`config.mk`:
```
export PLATFORM = sky130hd
export DESIGN_NAME = ysyx22041405_wbu
export DESIGN_NICKNAME = d
export VERILOG_FILES = /design/src/rtl/ysyx22041405_wbu.sv
export SDC_FILE = /design/constraint.sdc
export NUM_CORES = 1
export LEC_CHECK = 0
export BUFFER_PORTS_ARGS = -buffer_cell sky130_fd_sc_hd__buf_4
export CAP_MARGIN = 20
export CORE_UTILIZATION = 25
export CTS_BUF_LIST = sky130_fd_sc_hd__clkbuf_16
export CTS_CLUSTER_SIZE = 28
export DETAILED_ROUTE_END_ITERATION = 16
export GPL_TIMING_DRIVEN = 0
export SLEW_MARGIN = 10
export SYNTH_ARGS = -nofsm -noshare
export SYNTH_HDL_FRONTEND = slang
export SYNTH_SLANG_ARGS = --single-unit
```
`constraint.sdc`:
```
create_clock -name clk -period 2.7 [get_ports clk]
set_clock_uncertainty 0.05 [all_clocks]
set_input_delay 0.405 -clock clk [delete_from_list [all_inputs] [get_ports clk]]
set_output_delay 0.405 -clock clk [all_outputs]
set_load 0.01 [all_outputs]
```
`src/rtl/ysyx22041405_wbu.sv`:
```
// rtl/ysyx22041405_wbu.sv - write-back unit: 2-entry retire FIFO, load extraction, optional instret (YSYX22041405_INSTRET_EN)
module ysyx22041405_wbu #(
  parameter int WIDTH = 32
) (
  input  logic             clk,
  input  logic             rst,
  input  logic             in_valid,
  output logic             in_ready,
  input  logic [WIDTH-1:0] in_alu_result,
  input  logic [WIDTH-1:0] in_pc_add4,
  input  logic [WIDTH-1:0] in_mem_rdata,
  input  logic [1:0]       in_wb_sel,
  input  logic [2:0]       in_ld_type,
  input  logic [4:0]       in_rd,
  input  logic             in_rf_wen,
  input  logic             halt,
  output logic             rf_we,
  output logic [4:0]       rf_waddr,
  output logic [WIDTH-1:0] rf_wdata,
  output logic             commit
`ifdef YSYX22041405_INSTRET_EN
  ,
  output logic [63:0]      instret
`endif
);

  logic [WIDTH-1:0] alu_q   [2];
  logic [WIDTH-1:0] pc4_q   [2];
  logic [WIDTH-1:0] rdata_q [2];
  logic [1:0]       sel_q   [2];
  logic [2:0]       ldt_q   [2];
  logic [4:0]       rd_q    [2];
  logic             wen_q   [2];

  logic       head_q, head_d;
  logic       tail_q, tail_d;
  logic [1:0] count_q, count_d;

  logic push, retire;
  logic [WIDTH-1:0] byte_sh, half_sh, ld_data, wb_data;

  // Ready depends only on occupancy, so a full FIFO never accepts even while retiring.
  assign in_ready = (count_q != 2'd2);
  assign push     = in_valid && in_ready;
  assign retire   = (count_q != 2'd0) && !halt;

  // Pointer and occupancy next-state; push and pop together leave count unchanged.
  always_comb begin
    head_d  = head_q;
    tail_d  = tail_q;
    count_d = count_q;
    if (push)   tail_d = ~tail_q;
    if (retire) head_d = ~head_q;
    case ({push, retire})
      2'b10:   count_d = count_q + 2'd1;
      2'b01:   count_d = count_q - 2'd1;
      default: count_d = count_q;
    endcase
  end

  // Pointer/occupancy registers; reset empties the FIFO without retiring anything.
  always_ff @(posedge clk or negedge rst) begin
    if (!rst) begin
      head_q  <= 1'b0;
      tail_q  <= 1'b0;
      count_q <= 2'd0;
    end else begin
      head_q  <= head_d;
      tail_q  <= tail_d;
      count_q <= count_d;
    end
  end

  // Entry storage, written at the tail on each accepted instruction.
  always_ff @(posedge clk or negedge rst) begin
    if (!rst) begin
      for (int i = 0; i < 2; i++) begin
        alu_q[i]   <= '0;
        pc4_q[i]   <= '0;
        rdata_q[i] <= '0;
        sel_q[i]   <= 2'b00;
        ldt_q[i]   <= 3'b000;
        rd_q[i]    <= 5'd0;
        wen_q[i]   <= 1'b0;
      end
    end else if (push) begin
      alu_q[tail_q]   <= in_alu_result;
      pc4_q[tail_q]   <= in_pc_add4;
      rdata_q[tail_q] <= in_mem_rdata;
      sel_q[tail_q]   <= in_wb_sel;
      ldt_q[tail_q]   <= in_ld_type;
      rd_q[tail_q]    <= in_rd;
      wen_q[tail_q]   <= in_rf_wen;
    end
  end

  // Load extraction from the head word; halfword offset ignores addr[0].
  always_comb begin
    byte_sh = rdata_q[head_q] >> {alu_q[head_q][1:0], 3'b000};
    half_sh = rdata_q[head_q] >> {alu_q[head_q][1], 4'b0000};
    ld_data = rdata_q[head_q];
    case (ldt_q[head_q])
      3'b000:  ld_data = {{(WIDTH-8){byte_sh[7]}}, byte_sh[7:0]};
      3'b001:  ld_data = {{(WIDTH-16){half_sh[15]}}, half_sh[15:0]};
      3'b100:  ld_data = {{(WIDTH-8){1'b0}}, byte_sh[7:0]};
      3'b101:  ld_data = {{(WIDTH-16){1'b0}}, half_sh[15:0]};
      default: ld_data = rdata_q[head_q];
    endcase
  end

  // Write-back source select and register-file port; data is forced to zero when not writing.
  always_comb begin
    wb_data = '0;
    case (sel_q[head_q])
      2'b00:   wb_data = alu_q[head_q];
      2'b01:   wb_data = ld_data;
      2'b10:   wb_data = pc4_q[head_q];
      default: wb_data = '0;
    endcase
    commit   = retire;
    rf_we    = retire && wen_q[head_q] && (sel_q[head_q] != 2'b11) && (rd_q[head_q] != 5'd0);
    rf_waddr = rd_q[head_q];
    rf_wdata = rf_we ? wb_data : '0;
  end

`ifdef YSYX22041405_INSTRET_EN
  logic [63:0] instret_q;
  // Retired-instruction counter, wraps naturally at 2^64.
  always_ff @(posedge clk or negedge rst) begin
    if (!rst)        instret_q <= 64'd0;
    else if (commit) instret_q <= instret_q + 64'd1;
  end
  assign instret = instret_q;
`endif

endmodule
```
Word level (Yosys, flattened, before mapping)
Index checks and enable logic that the tools add are counted.
- register bits after elaboration: 218
- input bits: 111
- logic and storage cells: 91
- add/sub/neg operators: 2
- order comparisons: 3
- equality and inequality tests: 9
- shift operators: 2
- multiplexer cells: 42
- bitwise gates (word level): 4
- reductions and logical operators: 12
- operator list (operator ; count):
    two-way mux 32 bit ; 11
    bitwise mux 64 bit ; 3
    one-hot mux 32 bit (4 select lines) ; 1
    one-hot mux 32 bit (3 select lines) ; 1
    demux 32 bit (select 1 bit) ; 1
    >> shifter 32 x 5 -> 16 bit ; 1
    >> shifter 32 x 5 -> 8 bit ; 1
    two-way mux 5 bit ; 4
    two-way mux 3 bit ; 4
    bitwise mux 10 bit ; 1
    two-way mux 2 bit ; 4
    bitwise mux 6 bit ; 1
    equality test 3 bit (second input constant) ; 2
    logical AND 1 bit ; 6
    demux 5 bit (select 1 bit) ; 1
    nonzero test 5 bit ; 1
    bitwise mux 4 bit ; 1
    equality test 2 x 1 -> 1 bit (second input constant) ; 2
    equality test 2 bit (second input constant) ; 2
    greater-or-equal comparator 2 bit (second input constant) ; 2
    two-way mux 1 bit ; 4
    != test 2 bit (second input constant) ; 2
    NOT 1 -> 2 bit ; 2
    one-hot mux 2 bit (2 select lines) ; 1
    13 further kinds ; 15

Longest topological paths before layout
- word-level depth: 8
- gate-level depth with buffers: 9
- mapped depth without buffers: 6

Worst setup path before layout
OpenSTA, ideal clock, no wires.
- path type: reg2out
- from: register head_q
- to: output rf_wdata[1]
- arrival time: 1.848 ns
- path slack: 0.397 ns
- cell stages (with the launch flop): 9
- path through: dfrtp_1 buf_6 buf_6 or3b_4 and4_1 buf_6 a22oi_1 a32oi_1 nor2_1
- word-level cells in the longest chain between the ends: 8
- RTL lines (what ; line ; text):
    from (decl) ; 35 ; logic head_q, head_d;
    from (signal assigned) ; 64 ; head_q <= 1'b0;
    from (signal assigned) ; 68 ; head_q <= head_d;
    NOT 1 -> 2 bit (implied by the code) (*) ; n/a ;
    two-way mux 32 bit (implied by the code) (tied with other cells) (3 in series) ; 99, 100, 107 ;
    >> shifter 32 x 5 -> 16 bit (tied with other cells) ; 100 ; half_sh = rdata_q[head_q] >> {alu_q[head_q][1], 4'b0000};
    one-hot mux 32 bit (4 select lines) / logical AND 1 bit (equally long branches) ; 102, 121 ;
    one-hot mux 32 bit (3 select lines) / logical AND 1 bit (equally long branches) ; 114, 121 ;
    two-way mux 32 bit (*) ; 123 ; rf_wdata = rf_we ? wb_data : '0;
    to (decl) ; 19 ; output logic [WIDTH-1:0] rf_wdata,
Every way passes the cells marked *; elsewhere a longest branch is shown, timed or not. The select of a mux whose other input is x is not followed.

Worst setup path after layout
- from: register head_q
- to: output rf_wdata[0]
Same word-level chain as after synthesis.

==> results.py <==
metrics = {
    "clock_network": {
        "cts-root-buf": "clkbuf_16",
        "ctsHtreeMaxLevel": 1,
        "cts_tree": "yes",
        "clk_pin_slew_ns": 0.06,
        "clock_sinks": 218,
        "cts_made_buffers": 26,
        "cts_buffer_depth": 3,
        "clock_latency_ns": 0.53,
    },
    "power": {
        "power_mw": 21.3,
        "power.leakage_nw": 6.31,
        "peakVddDrop_uv": 630,
        "p_per_area_nw_per_um2": 1410,
    },
    "setup_path": {
        "critical_path_class": "flop to output pin",
        "worstPathRequired_ns": 2.25,
        "cp.arrival_ns": 2.68,
        "endpoint_kind": "output pin",
        "worstPathMaxFanout": 7,
        "startpoint_type": "flop",
    },
    "sta": {
        "hold_viol": 0,
        "maxSlewViolCount": 0,
        "post-route-min-period_ns": 3.14,
        "worst_pin_slew_ns": 0.845,
        "setup_ws_ns": -0.436,
        "setup_viol": 38,
        "rsz0062_at_grt": "true",
        "max_slew_margin": 0.437,
        "timing.final.crit_share": 1.16,
        "fmax_mhz": 319,
    },
    "placement": {
        "placed_cell_area_sq_um": 12600,
        "post-place-ws_ns": -0.469,
        "dp.cells": 1507,
        "gp_congestion": 0.871,
        "dp_hpwl_mm": 25.3,
        "io_buffers": 150,
    },
    "finish": {
        "layout-drive-gt1-share": 0.606,
        "final_common_cell": "mux2_2",
        "instances_no_fill": 1594,
        "layout.nets": 1147,
        "final_util": 0.357,
        "n_antenna_cell": 0,
        "final_cell_mix": "mux2_2, dfrtp_1, buf_4",
        "nFillCells": 4065,
        "seq_area_sq_um": 5460,
        "fin_area_sq_um": 15100,
        "multi_input_area_sq_um": 5900,
        "areaGrowthSynthToFinish_pct": 40.0,
    },
    "yosys": {
        "syn_area_per_cell_sq_um": 13.2,
        "synth_top_area_frac": 0.506,
        "ys_types": 50,
        "ys_ff_latch": 218,
        "syn_inst": 816,
        "yosysSeqAreaShare": 0.506,
        "yosysTopAreaCell": "dfrtp_1",
        "synth_area_sq_um": 10800,
        "ys_warn_count": 0,
        "synthTopCellsByArea": "dfrtp_1, mux2_2, mux2i_1",
        "syn_nets": 928,
    },
    "worst_hold_path": {
        "min_path_type": "input port to flop",
    },
    "grt": {
        "use_met1": 0.205,
        "grt_pass1_wl_mm": 51.2,
        "gr-total-overflow": 0,
        "grt_max_degree": 111,
        "grt.total_usage": 0.157,
        "grt.busiest_layer": "met2",
        "antenna_found_initial": 0,
        "grt_pass1_vias": 8004,
        "gr-usage-met3": 0.0364,
        "grt_use_met2": 0.256,
    },
    "detailed_routing": {
        "initialDrtViolationCount": 447,
        "first_pass_iters": 4,
        "post_drt_via_cell_ratio": 4.79,
        "drc": 0,
        "ant_nets": 0,
        "wl_per_cell_um": 21.9,
        "drt-total-wl_mm": 34.9,
        "num_vias": 7629,
    },
    "job": {
        "drv_cap": 0,
    },
    "floorplanning": {
        "die-height_um": 210,
        "start_util": 0.255,
        "num_rows": 75,
        "die_w_um": 210,
        "pin_count": 151,
        "dieArea_sq_um": 44000,
        "core_sq_um": 42200,
    },
    "run_status": {
        "status": "complete, but fails checks",
        "failed_checks": "negative setup slack",
    },
}
## Yosys cell counts, drive strengths merged
master,count
a32oi,6
inv,6
o32ai,1
o211ai,1
nor2b,5
nor4,2
o22ai,9
a21oi,35
mux2i,87
mux2,256
nor2,36
o221ai,16
a311oi,1
or3,1
nand2b,9
dfrtp,218
ha,1
nand2,20
o21a,1
o21bai,1
nand4,1
a22oi,7
a2111oi,1
buf,40
xor2,1
xnor2,4
and2,2
o21ai,9
nand3b,1
nand3,4
and3,9
a211oi,4
clkbuf,15
and4,1
a221o,1
or3b,2
a211o,1
o2111ai,1
## stage by stage
stage,TNS (ns),hold WS [ns]
global placement,-103.85,0.431
floorplan,0,0.0594
detailed placement,-9.24,0.433
CTS,-13.88,0.0468
finish,-13.27,0.0525
global route,-15.38,0.0447
## flip-flops by register name, indices dropped and copies added, names as in the netlist
signal and flops:
tail_q 1, sel_q 4, head_q 1, pc4_q 64
rdata_q 64, rd_q 10, alu_q 64, ldt_q 6
count_q 2, wen_q 2
## kinds of logic (layout without fill, tap and decap cells)
group           count (synthesis)  after routing  synth area share
mux                           343            343             0.349
flops                         218            218             0.506
compound gates                 95             95            0.0678
simple gates                   93             93            0.0431
buf+inv                        61            300            0.0292
xor+xnor                        5              5           0.00406
fa+ha+maj                       1              1           0.00116
## path summary, 6_finish.rpt
| check | start | endpoint | slack, ns | cells past startpoint |
|---|---|---|---|---|
| worst max-delay path | head_q | rf_wdata[0] | -0.44 | 9 |
| worst min-delay path | in_wb_sel[0] | sel_q[2] | 0.05 | 3 |
| worst max register to register | count_q[0] | pc4_q[30] | 0.16 | 5 |
| worst min register to register | count_q[1] | count_q[1] | 0.45 | 1 |
| max in group asynchronous | rst | rdata_q[8] | 1.13 | 4 |
| min in group asynchronous | rst | pc4_q[27] | 0.48 | 3 |
## per-layer routing
metal  part of all wire  up-vias
li1                   -     3448
met1               0.43     3910
met2               0.47      214
met3              0.061       57
met4              0.033        0
met5                  0        -
## area by class of cell
cell class,count,share of cell area
multi-input combinational,537,0.391
sequential,218,0.361
timing repair buffer,192,0.114
clock buffer,27,0.0448
tap,539,0.0447
buffer,54,0.0306
clock inverter,21,0.0114
inverter,6,0.00149
## critical path, stage by stage (launching register included)
cell and delay (ns):
dfrtp_2 0.45, buf_12 0.16, buf_12 0.14, buf_12 0.13, nor2b_4 0.12, a221o_2 0.48, a22oi_2 0.17, a32oi_1 0.12
nor2_1 0.21, buf_4 0.17
## where the power goes
group	internal, mW	total [mW]	leakage [nW]	switching [mW]
registers	4.97	6.10	2.56	1.13
logic	6.01	11.7	3.30	5.69
clock network	2.09	3.48	0.437	1.39
## what timing repair did
| action | in CTS | in global routing |
|---|---|---|
| gates cloned | 4 | 1 |
| endpoints found under the hold margin | 108 | 0 |
| hold buffers | 1 | 0 |
| pin swaps | 24 | 25 |
| gates resized for setup | 190 | 59 |
| endpoints found under the setup margin | 38 | 39 |
| setup buffers | 21 | 14 |
Note: power is estimated with default switching activity, not from simulation.
